`config.mk`:
```
export PLATFORM = sky130hd
export DESIGN_NAME = i2c_txn_scheduler
export DESIGN_NICKNAME = d
export VERILOG_FILES = /design/src/rtl/i2c_sched_pkg.sv /design/src/rtl/i2c_rr_arbiter.sv /design/src/rtl/i2c_txn_scheduler.sv
export SDC_FILE = /design/constraint.sdc
export NUM_CORES = 1
export LEC_CHECK = 0
export CORE_MARGIN = 2
export CORE_UTILIZATION = 41
export DETAILED_ROUTE_END_ITERATION = 16
export PLACE_DENSITY = 0.77
export SLEW_MARGIN = 20
export SYNTH_ARGS = -nofsm -noshare
export SYNTH_HDL_FRONTEND = slang
export SYNTH_HIERARCHICAL = 1
export SYNTH_SLANG_ARGS = --single-unit
```
`constraint.sdc`:
```
create_clock -name clk -period 3.73 [get_ports clk]
set_input_delay 1.119 -clock clk [delete_from_list [all_inputs] [get_ports clk]]
set_output_delay 1.119 -clock clk [all_outputs]
set_load 0.02 [all_outputs]
```
`src/rtl/i2c_sched_pkg.sv`:
```
// Shared types and widths for the I2C transaction scheduler.
//   state_t    : scheduler FSM encoding (IDLE, GRANT, ISSUE, BUSY, RESP)
//   I2C_ADDR_W : width of a 7-bit I2C slave address
//   I2C_DATA_W : width of one I2C data byte
package i2c_sched_pkg;

  localparam int I2C_ADDR_W = 7;
  localparam int I2C_DATA_W = 8;

  typedef enum logic [2:0] {
    IDLE  = 3'd0,
    GRANT = 3'd1,
    ISSUE = 3'd2,
    BUSY  = 3'd3,
    RESP  = 3'd4
  } state_t;

endpackage

```
`src/rtl/i2c_rr_arbiter.sv`:
```
// Combinational round-robin arbiter.
// Searches req upward from ptr with wrap-around and returns the first set bit.
//   req     : request vector, one bit per requester
//   ptr     : highest-priority requester index for this search
//   gnt     : one-hot grant (all zero when nothing is requested)
//   gnt_idx : binary index of the granted requester
//   any     : at least one request is set
module i2c_rr_arbiter #(
  parameter int N_REQ = 4,
  parameter int PTR_W = $clog2(N_REQ)
) (
  input  logic [N_REQ-1:0] req,
  input  logic [PTR_W-1:0] ptr,
  output logic [N_REQ-1:0] gnt,
  output logic [PTR_W-1:0] gnt_idx,
  output logic             any
);

  int j;

  always_comb begin
    gnt     = '0;
    gnt_idx = '0;
    any     = 1'b0;
    j       = 0;
    for (int k = 0; k < N_REQ; k++) begin
      j = int'(ptr) + k;
      if (j >= N_REQ) j = j - N_REQ;
      if (!any && req[j]) begin
        any     = 1'b1;
        gnt[j]  = 1'b1;
        gnt_idx = PTR_W'(j);
      end
    end
  end

endmodule

```
`src/rtl/i2c_txn_scheduler.sv`:
```
// Round-robin scheduler sharing one i2c_master between N_REQ requesters.
// Accepts single-byte read/write requests, drives the master's enable, and
// returns read data or a timeout flag to the granted requester.
//   clk, rst            : system clock, synchronous active-high reset
//   req_valid/addr/rw/wdata : per-requester request fields (packed slices)
//   req_ready           : one-cycle one-hot accept pulse
//   rsp_valid           : one-cycle one-hot completion pulse
//   rsp_rdata/timeout   : response payload, valid with rsp_valid
//   busy                : high whenever the FSM is not IDLE
//   m_addr/tx_data/rw/i2c_en : registered drive into the i2c_master
//   m_rx_data/m_ready   : status back from the i2c_master
module i2c_txn_scheduler
  import i2c_sched_pkg::*;
#(
  parameter int N_REQ          = 4,
  parameter int TIMEOUT_CYCLES = 4096
) (
  input  logic                    clk,
  input  logic                    rst,
  input  logic [N_REQ-1:0]        req_valid,
  input  logic [N_REQ*7-1:0]      req_addr,
  input  logic [N_REQ-1:0]        req_rw,
  input  logic [N_REQ*8-1:0]      req_wdata,
  output logic [N_REQ-1:0]        req_ready,
  output logic [N_REQ-1:0]        rsp_valid,
  output logic [7:0]              rsp_rdata,
  output logic                    rsp_timeout,
  output logic                    busy,
  output logic [6:0]              m_addr,
  output logic [7:0]              m_tx_data,
  output logic                    m_rw,
  output logic                    m_i2c_en,
  input  logic [7:0]              m_rx_data,
  input  logic                    m_ready
);

  localparam int PTR_W = $clog2(N_REQ);
  localparam int CNT_W = $clog2(TIMEOUT_CYCLES + 1);
  localparam logic [CNT_W-1:0] CNT_LAST = CNT_W'(TIMEOUT_CYCLES - 1);

  state_t                  state_q, state_d;
  logic [PTR_W-1:0]        ptr_q, ptr_d;
  logic [N_REQ-1:0]        gnt_q, gnt_d;
  logic [CNT_W-1:0]        cnt_q, cnt_d;
  logic [N_REQ-1:0]        req_ready_q, req_ready_d;
  logic [N_REQ-1:0]        rsp_valid_q, rsp_valid_d;
  logic [I2C_DATA_W-1:0]   rsp_rdata_q, rsp_rdata_d;
  logic                    rsp_timeout_q, rsp_timeout_d;
  logic                    busy_q, busy_d;
  logic [I2C_ADDR_W-1:0]   m_addr_q, m_addr_d;
  logic [I2C_DATA_W-1:0]   m_tx_data_q, m_tx_data_d;
  logic                    m_rw_q, m_rw_d;
  logic                    m_i2c_en_q, m_i2c_en_d;

  logic [N_REQ-1:0]        arb_gnt;
  logic [PTR_W-1:0]        arb_idx;
  logic                    arb_any;

  i2c_rr_arbiter #(
    .N_REQ (N_REQ),
    .PTR_W (PTR_W)
  ) u_arb (
    .req     (req_valid),
    .ptr     (ptr_q),
    .gnt     (arb_gnt),
    .gnt_idx (arb_idx),
    .any     (arb_any)
  );

  always_comb begin
    state_d       = state_q;
    ptr_d         = ptr_q;
    gnt_d         = gnt_q;
    cnt_d         = cnt_q;
    req_ready_d   = '0;
    rsp_valid_d   = '0;
    rsp_rdata_d   = rsp_rdata_q;
    rsp_timeout_d = rsp_timeout_q;
    m_addr_d      = m_addr_q;
    m_tx_data_d   = m_tx_data_q;
    m_rw_d        = m_rw_q;
    m_i2c_en_d    = m_i2c_en_q;

    case (state_q)
      IDLE: begin
        // Only arbitrate once the master is back in its own idle state.
        if (m_ready && arb_any) begin
          gnt_d       = arb_gnt;
          ptr_d       = (arb_idx == PTR_W'(N_REQ - 1)) ? '0 : arb_idx + 1'b1;
          m_addr_d    = req_addr[arb_idx*I2C_ADDR_W +: I2C_ADDR_W];
          m_tx_data_d = req_wdata[arb_idx*I2C_DATA_W +: I2C_DATA_W];
          m_rw_d      = req_rw[arb_idx];
          req_ready_d = arb_gnt;
          state_d     = GRANT;
        end
      end
      GRANT: begin
        m_i2c_en_d = 1'b1;
        cnt_d      = '0;
        state_d    = ISSUE;
      end
      ISSUE: begin
        if (!m_ready) begin
          // Master has left its idle state; drop enable so it stops after one byte.
          m_i2c_en_d = 1'b0;
          cnt_d      = '0;
          state_d    = BUSY;
        end else if (cnt_q == CNT_LAST) begin
          m_i2c_en_d    = 1'b0;
          rsp_rdata_d   = '0;
          rsp_timeout_d = 1'b1;
          rsp_valid_d   = gnt_q;
          state_d       = RESP;
        end else begin
          cnt_d = cnt_q + 1'b1;
        end
      end
      BUSY: begin
        if (m_ready) begin
          rsp_rdata_d   = m_rw_q ? m_rx_data : '0;
          rsp_timeout_d = 1'b0;
          rsp_valid_d   = gnt_q;
          state_d       = RESP;
        end else if (cnt_q == CNT_LAST) begin
          m_i2c_en_d    = 1'b0;
          rsp_rdata_d   = '0;
          rsp_timeout_d = 1'b1;
          rsp_valid_d   = gnt_q;
          state_d       = RESP;
        end else begin
          cnt_d = cnt_q + 1'b1;
        end
      end
      RESP: begin
        state_d = IDLE;
      end
      default: begin
        state_d = IDLE;
      end
    endcase

    busy_d = (state_d != IDLE);
  end

  always_ff @(posedge clk) begin
    if (rst) begin
      state_q       <= IDLE;
      ptr_q         <= '0;
      gnt_q         <= '0;
      cnt_q         <= '0;
      req_ready_q   <= '0;
      rsp_valid_q   <= '0;
      rsp_rdata_q   <= '0;
      rsp_timeout_q <= 1'b0;
      busy_q        <= 1'b0;
      m_addr_q      <= '0;
      m_tx_data_q   <= '0;
      m_rw_q        <= 1'b0;
      m_i2c_en_q    <= 1'b0;
    end else begin
      state_q       <= state_d;
      ptr_q         <= ptr_d;
      gnt_q         <= gnt_d;
      cnt_q         <= cnt_d;
      req_ready_q   <= req_ready_d;
      rsp_valid_q   <= rsp_valid_d;
      rsp_rdata_q   <= rsp_rdata_d;
      rsp_timeout_q <= rsp_timeout_d;
      busy_q        <= busy_d;
      m_addr_q      <= m_addr_d;
      m_tx_data_q   <= m_tx_data_d;
      m_rw_q        <= m_rw_d;
      m_i2c_en_q    <= m_i2c_en_d;
    end
  end

  assign req_ready   = req_ready_q;
  assign rsp_valid   = rsp_valid_q;
  assign rsp_rdata   = rsp_rdata_q;
  assign rsp_timeout = rsp_timeout_q;
  assign busy        = busy_q;
  assign m_addr      = m_addr_q;
  assign m_tx_data   = m_tx_data_q;
  assign m_rw        = m_rw_q;
  assign m_i2c_en    = m_i2c_en_q;

endmodule

```
==> impl_metrics.csv, run 1 <==
group,metric,value,unit
worst_setup_path,r2r-start,"ptr_q[1]",
synth,syn-num-nets,407,
worst_setup_path,r2r_setup_slack,610,ps
timing,finalCriticalPeriod,3480,ps
die,die_w,91.4,um
synth,syn_inst,318,
drt,drt-wirelength-per-cell,15.2,um
drt,drt-pass1-iter-count,5,
drt,drtIter0Drc,170,
worst_setup_path,path_class,"primary input to flop",
synth,yosys.area.top_type_share,36.5,%
timing,rsz0062_at_grt,"no",
die,die_h,91.4,um
synth,yosysWarnings,6,
die,ios,114,
timing,tightestPinTransition,698,ps
clock_tree,clk_pin_slew,60,ps
clock_tree,clk_latency,340,ps
synth,synth_edf_count,0,
placement,hpwlAfterDp,6.16,mm
finish,final_common_cell,"clkdlybuf4s50_1",
drt,vias_per_cell,5.51,
synth,ys_ff_latch,57,
synth,yosys.area.top_type,"dfxtp_1",
global_route,antenna_found_initial,0,
finish,nets,520,
run_status,outcome,"finished clean",
worst_hold_path,worstHoldPathType,"flop to flop",
global_route,grt_max_degree,31,
worst_setup_path,end_kind,"flop",
pwr,intPower,1850,uW
finish,drive_gt1_share,13.3,%
timing,fmax,0.287,GHz
clock_tree,root_buffer,"clkbuf_8",
global_route,grt_overflow,0,
global_route,grt_pass1_wl,13.3,mm
worst_setup_path,r2r_end,"m_tx_data[5]",
worst_setup_path,critPathLaunchType,"primary input",
placement,port-buffer-count,113,
worst_setup_path,required,3940,ps
clock_tree,cts_made_buffers,9,
finish,fin_area,0.00461,sq mm
finish,layout_common_cells,"clkdlybuf4s50_1 (113), dfxtp_1 (57), nand2_1 (49), a21oi_1 (35), mux4_2 (17)",
synth,async_flop_share,0,%
placement,gp_congestion,0.854,
synth,yosys_most_used_dff,"dfxtp_1",
pwr,power_switching,1030,uW
clock_tree,cts_hold_buf,0,
pwr,p_seq_share,27.3,%
timing,tns,0,ps
drt,wirelength,8.15,mm
clock_tree,h-tree-depth,3,
timing,setup_viol_count_final,0,
clock_tree,clock-sinks,57,
timing,finalMaxSlewViolations,0,
timing,finalHoldViolCount,0,
worst_setup_path,crit_path_max_fanout,6,
finish,diodes,0,
worst_hold_path,hp-start,"gnt_q[0]",
placement,placed_area,0.00441,sq mm
pwr,swShare,35.8,%
clock_tree,cts_setup_buffers,0,
worst_setup_path,crit_arrival,3690,ps
finish,syn_to_final_growth,47.2,%
drt,drc,0,
clock_tree,cts_tree,"built",
worst_setup_path,reg2regPathDepth,10,
die,num_rows,31,
drt,ant_nets,0,
die,initial_core_util,42.7,%
global_route,grt_pass1_vias,2942,
timing,skew,7.86,ps
pwr,p_leak,0.00160,uW
synth,synthTopCellsByArea,"dfxtp_1 (36%), mux4_2 (12%), nand2_1 (5.9%)",
pwr,power_density,625,mW/mm^2
drt,vias,2946,
global_route,grt_use_total,19.6,%
synth,synth_area,0.00313,sq mm
pwr,pwr-share-comb,52.8,%
timing,slew_headroom,53.2,%
die,core_area,0.00733,sq mm
worst_hold_path,holdPathEnd,"gnt_q[0]",
synth,yosysSeqAreaShare,36.5,%
clock_tree,cts_buffer_depth,2,
worst_hold_path,hold_depth,2,
timing,period_share,93.3,%
finish,fillCellCount,557,
finish,post-route-util,62.9,%
die,die-area,0.00835,sq mm
pwr,ir_drop,0.000445,V
synth,postSynthAreaPerCell,9.84,sq um
synth,yosysUniqueCellTypes,50,
flow_run,drv_cap,0,
clock_tree,cts-resized-gates,0,
pwr,power_frac_clock,19.9,%
[per-stage QoR]
stage / power [uW] / hold WS [ps] / instances / setup WS, ps
after floorplan: 1830 / 431 / 318 / 164
after global placement: 2290 / 439 / 519 / -15.9
after detailed placement: 2320 / 444 / 519 / -105
after CTS: 2900 / 453 / 535 / 253
after global routing: 3060 / 470 / 535 / 133
final: 2880 / 451 / 535 / 250
[critical path, cell delays in order]
cell             delay, ps
clkdlybuf4s50_1        470
mux4_1                 640
and2b_2                250
o21ai_0                290
o31ai_4                160
buf_4                  190
mux4_2                 420
nand2_1                 90
a21oi_1                 60
[final cells by class]
type	count	area [sq um]	area share, %
Clock inverter	5	55.1	1.19
Clock buffer	11	141	3.07
Tap cell	99	124	2.69
Multi-Input combinational cell	227	1860	40.3
Sequential cell	57	1140	24.8
Timing Repair Buffer	126	1250	27.2
Inverter	10	37.5	0.815
[synthesized netlist by cell type, types with 2 or more instances]
cell type,instances
mux4_2,17
a32o_1,9
buf_2,5
nand3_1,9
buf_6,3
o31ai_1,7
clkbuf_1,14
or4_1,7
mux4_1,3
mux2i_1,4
and4_1,3
mux2_2,2
nand2b_1,2
nor4b_2,4
nor4_1,3
nand4_1,2
a211oi_1,4
nor4b_1,2
dfxtp_1,57
a21oi_1,35
nor2_1,5
nand3b_1,4
a22oi_1,8
or3_1,2
inv_1,10
buf_1,2
nor3_1,4
nand2_1,49
o21ai_0,9
and3_1,4
ha_1,10
[flip-flops by register name, summed over array words and instances, names as in the netlist, 2 cells and up]
name,flops
ptr_q,2
req_ready,4
m_tx_data,8
rsp_rdata,8
cnt_q,13
gnt_q,4
m_addr,7
state_q,3
rsp_valid,4
[cell families after synthesis]
| family | count (synthesis) | share of synthesized area, % |
|---|---|---|
| AND/OR/NAND/NOR | 109 | 20.4 |
| AO/OA/AOI/OAI | 81 | 17.1 |
| flip-flops | 57 | 36.5 |
| buffers and inverters | 34 | 5.00 |
| multiplexers | 26 | 16.7 |
| adder cells (fa/ha/maj) | 11 | 4.32 |
[how the worst max path moves through the flow]
stage,start,to,slack (ps),depth (start not counted)
floorplan,req_valid[2],m_addr[0],160,8
global placement,req_valid[0],m_rw,-20,9
detailed placement,req_valid[3],m_tx_data[5],-110,9
CTS,req_valid[3],m_tx_data[5],250,9
global route,req_valid[3],m_addr[1],130,9
finish,req_valid[3],m_tx_data[5],250,9
[power groups by stage]
stage / combinational, uW / sequential, uW / clock [uW]
after floorplan: 967 / 861 / 0
after CTS: 1530 / 787 / 586
after detailed placement: 1520 / 798 / 0
final: 1520 / 786 / 572
after global routing: 1640 / 801 / 613
after global placement: 1500 / 796 / 0
[routing by layer]
metal	track usage, %	share of wire [%]
met5	0	0
met4	6.06	1.3
met3	7.47	8.4
met2	33.8	50
met1	22.5	41
Note: power is estimated with default switching activity, not from simulation.
==> run 2: changes to the inputs <==
ABC_AREA = 1   (was unset)
PLACE_DENSITY = 0.78   (was 0.77)
==> impl_metrics.csv, run 2 <==
group,metric,value,unit
run_status,outcome,"finished clean",
timing,layout_setup_ws,485,ps
worst_setup_path,required,3980,ps
pwr,power_frac_clock,16.8,%
worst_setup_path,reg2regPathDepth,11,
clock_tree,clock-sinks,57,
worst_setup_path,end_kind,"flop",
die,num_rows,32,
clock_tree,cts_hold_buf,0,
global_route,antenna_found_initial,0,
placement,dp.cells,651,
worst_setup_path,crit_path_max_fanout,32,
global_route,grt_pass1_vias,3162,
flow_run,drv_cap,0,
synth,yosysWarnings,6,
drt,drt-wirelength-per-cell,12.4,um
synth,syn_inst,451,
synth,yosysMostFrequentCell,"nor2_1",
worst_setup_path,path_class,"primary input to flop",
placement,placed_area,0.00439,sq mm
placement,port-buffer-count,113,
clock_tree,cts_tree,"built",
finish,layout_common_cells,"clkdlybuf4s50_1 (113), nor2_1 (92), dfxtp_1 (57), nand2_1 (56), o21ai_0 (49)",
synth,synth_area,0.00320,sq mm
finish,top_register,"cnt_q",
worst_setup_path,r2r-start,"ptr_q[0]",
clock_tree,cts_setup_buffers,0,
timing,setup_viol_count_final,0,
global_route,grt_pass1_wl,13.7,mm
pwr,p_seq_share,24.5,%
clock_tree,clk_pin_slew,60,ps
synth,yosysUniqueCellTypes,42,
synth,yosys.area.top_type,"dfxtp_1",
finish,register_area,0.00114,sq mm
timing,tns,0,ps
synth,postSynthAreaPerCell,7.10,sq um
timing,fmax,0.308,GHz
pwr,ir_drop,0.000479,V
drt,ant_nets,0,
placement,hpwlAfterDp,6.40,mm
die,initial_core_util,41.9,%
worst_setup_path,r2r_end,"m_tx_data[6]",
synth,synthTopCellsByArea,"dfxtp_1 (36%), nor2_1 (11%), o21ai_0 (7.7%)",
global_route,grt_overflow,0,
finish,drive_gt1_share,11.3,%
timing,slew_headroom,51.1,%
placement,place_worst_setup_slack,221,ps
pwr,p_leak,0.00186,uW
worst_setup_path,critPathLaunchType,"primary input",
global_route,grt_max_degree,35,
timing,period_share,87.0,%
die,die-area,0.00853,sq mm
finish,post-route-util,60.0,%
global_route,grt_use_total,19.9,%
clock_tree,h-tree-depth,3,
synth,synth_edf_count,0,
clock_tree,root_buffer,"clkbuf_8",
drt,drc,0,
clock_tree,cts-resized-gates,0,
worst_setup_path,r2r_setup_slack,690,ps
pwr,power_density,738,mW/mm^2
clock_tree,cts_buffer_depth,2,
synth,async_flop_share,0,%
drt,vias_per_cell,5.04,
die,die_h,92.4,um
die,core_area,0.00765,sq mm
timing,skew,7.95,ps
timing,rsz0062_at_grt,"no",
drt,wirelength,8.29,mm
placement,gp_congestion,0.841,
clock_tree,clk_latency,330,ps
finish,syn_to_final_growth,43.3,%
finish,final_common_cell,"clkdlybuf4s50_1",
finish,largest_reg_flops,13,
finish,fin_area,0.00459,sq mm
synth,syn-num-nets,540,
timing,finalCriticalPeriod,3240,ps
timing,tightestPinTransition,733,ps
clock_tree,cts_made_buffers,9,
pwr,pwr-share-comb,58.7,%
finish,finalNonFillerCells,666,
worst_setup_path,crit_start,"req_valid[3]",
pwr,swShare,46.7,%
synth,ys_ff_latch,57,
synth,yosys_most_used_dff,"dfxtp_1",
synth,yosysSeqAreaShare,35.6,%
finish,fillCellCount,686,
finish,diodes,0,
worst_hold_path,worstHoldPathType,"flop to flop",
die,ios,114,
worst_setup_path,crit_arrival,3500,ps
finish,nets,649,
synth,yosys.area.top_type_share,35.6,%
synth,synth_common_cells,"nor2_1 (92), dfxtp_1 (57), nand2_1 (56)",
drt,vias,3358,
pwr,power_switching,1580,uW
worst_setup_path,endpoint,"m_tx_data[6]",
pwr,intPower,1810,uW
drt,drt-pass1-iter-count,4,
finish,multi_input_area,0.00181,sq mm
drt,drtIter0Drc,189,
timing,finalHoldViolCount,0,
die,die_w,92.4,um
timing,finalMaxSlewViolations,0,
[run 2: cell count changes in the layout (fill, tap and decap cells not counted), sizes merged, moves of 9 or more]
cell   before  now
nand3       9   23
nor2        5  100
a21oi      35   26
nand4       2   11
a31oi       0   17
o21ai      10   56
nand2      49   71
inv        10   39
mux4       20    0
a32o        9    0
[run 2: power by group through the flow]
stage | registers, uW | clock network (uW) | logic [uW]
global route | 847 | 613 | 2230
detailed placement | 842 | 0 | 1990
global placement | 842 | 0 | 1960
floorplan | 935 | 0 | 1340
CTS | 831 | 584 | 2000
finish | 831 | 568 | 1990
[run 2: final cells by class]
cell class / count / share of cell area (%)
timing repair buffer: 118 / 25.5
inverter: 39 / 3.24
clock inverter: 3 / 0.872
multi-input combinational: 335 / 39.4
clock buffer: 12 / 3.38
sequential: 57 / 24.9
tap: 102 / 2.78
[run 2: worst min-delay path by stage]
stage	startpoint	endpoint	cells after the start
final	gnt_q[3]	rsp_valid[3]	2
after global routing	gnt_q[1]	rsp_valid[1]	2
after CTS	gnt_q[3]	rsp_valid[3]	2
after detailed placement	gnt_q[1]	rsp_valid[1]	2
after global placement	rsp_rdata[2]	rsp_rdata[2]	2
after floorplan	gnt_q[0]	rsp_valid[0]	2
[run 2: cell families after synthesis]
logic type	share of synthesized area (%)
compound gates	20.4
fa+ha+maj	3.91
buf+inv	7.89
flops	35.6
simple gates	32.2
[run 2: metrics by stage]
step	hold slack, ps	total power, uW
2_1_floorplan	432	2280
3_3_place_gp	450	2800
3_5_place_dp	453	2840
4_1_cts	460	3420
5_1_grt	481	3690
6_report	462	3390
[run 2: worst max-delay path, stage by stage]
cell and delay (ps):
clkdlybuf4s50_1 490, inv_1 50, nand2_1 80, nand3_2 150, nand2_2 140, nor2_1 110, a21oi_1 160, nand3_1 110
inv_1 550, o21ai_0 320, a31oi_1 220
[run 2: per-layer routing]
metal  track usage, %  up-vias  share of wire [%]
met4             7.21        0                1.7
met5                0        -                  0
li1                 -     1723                  -
met1             22.7     1502                 43
met3             6.92       12                8.0
met2             34.4      121                 47
==> run 3: changes to the inputs <==
CAP_MARGIN = 20   (was unset)
==> results of run 3 <==
The final DEF is identical to that of run 2; final timing and power are the same.
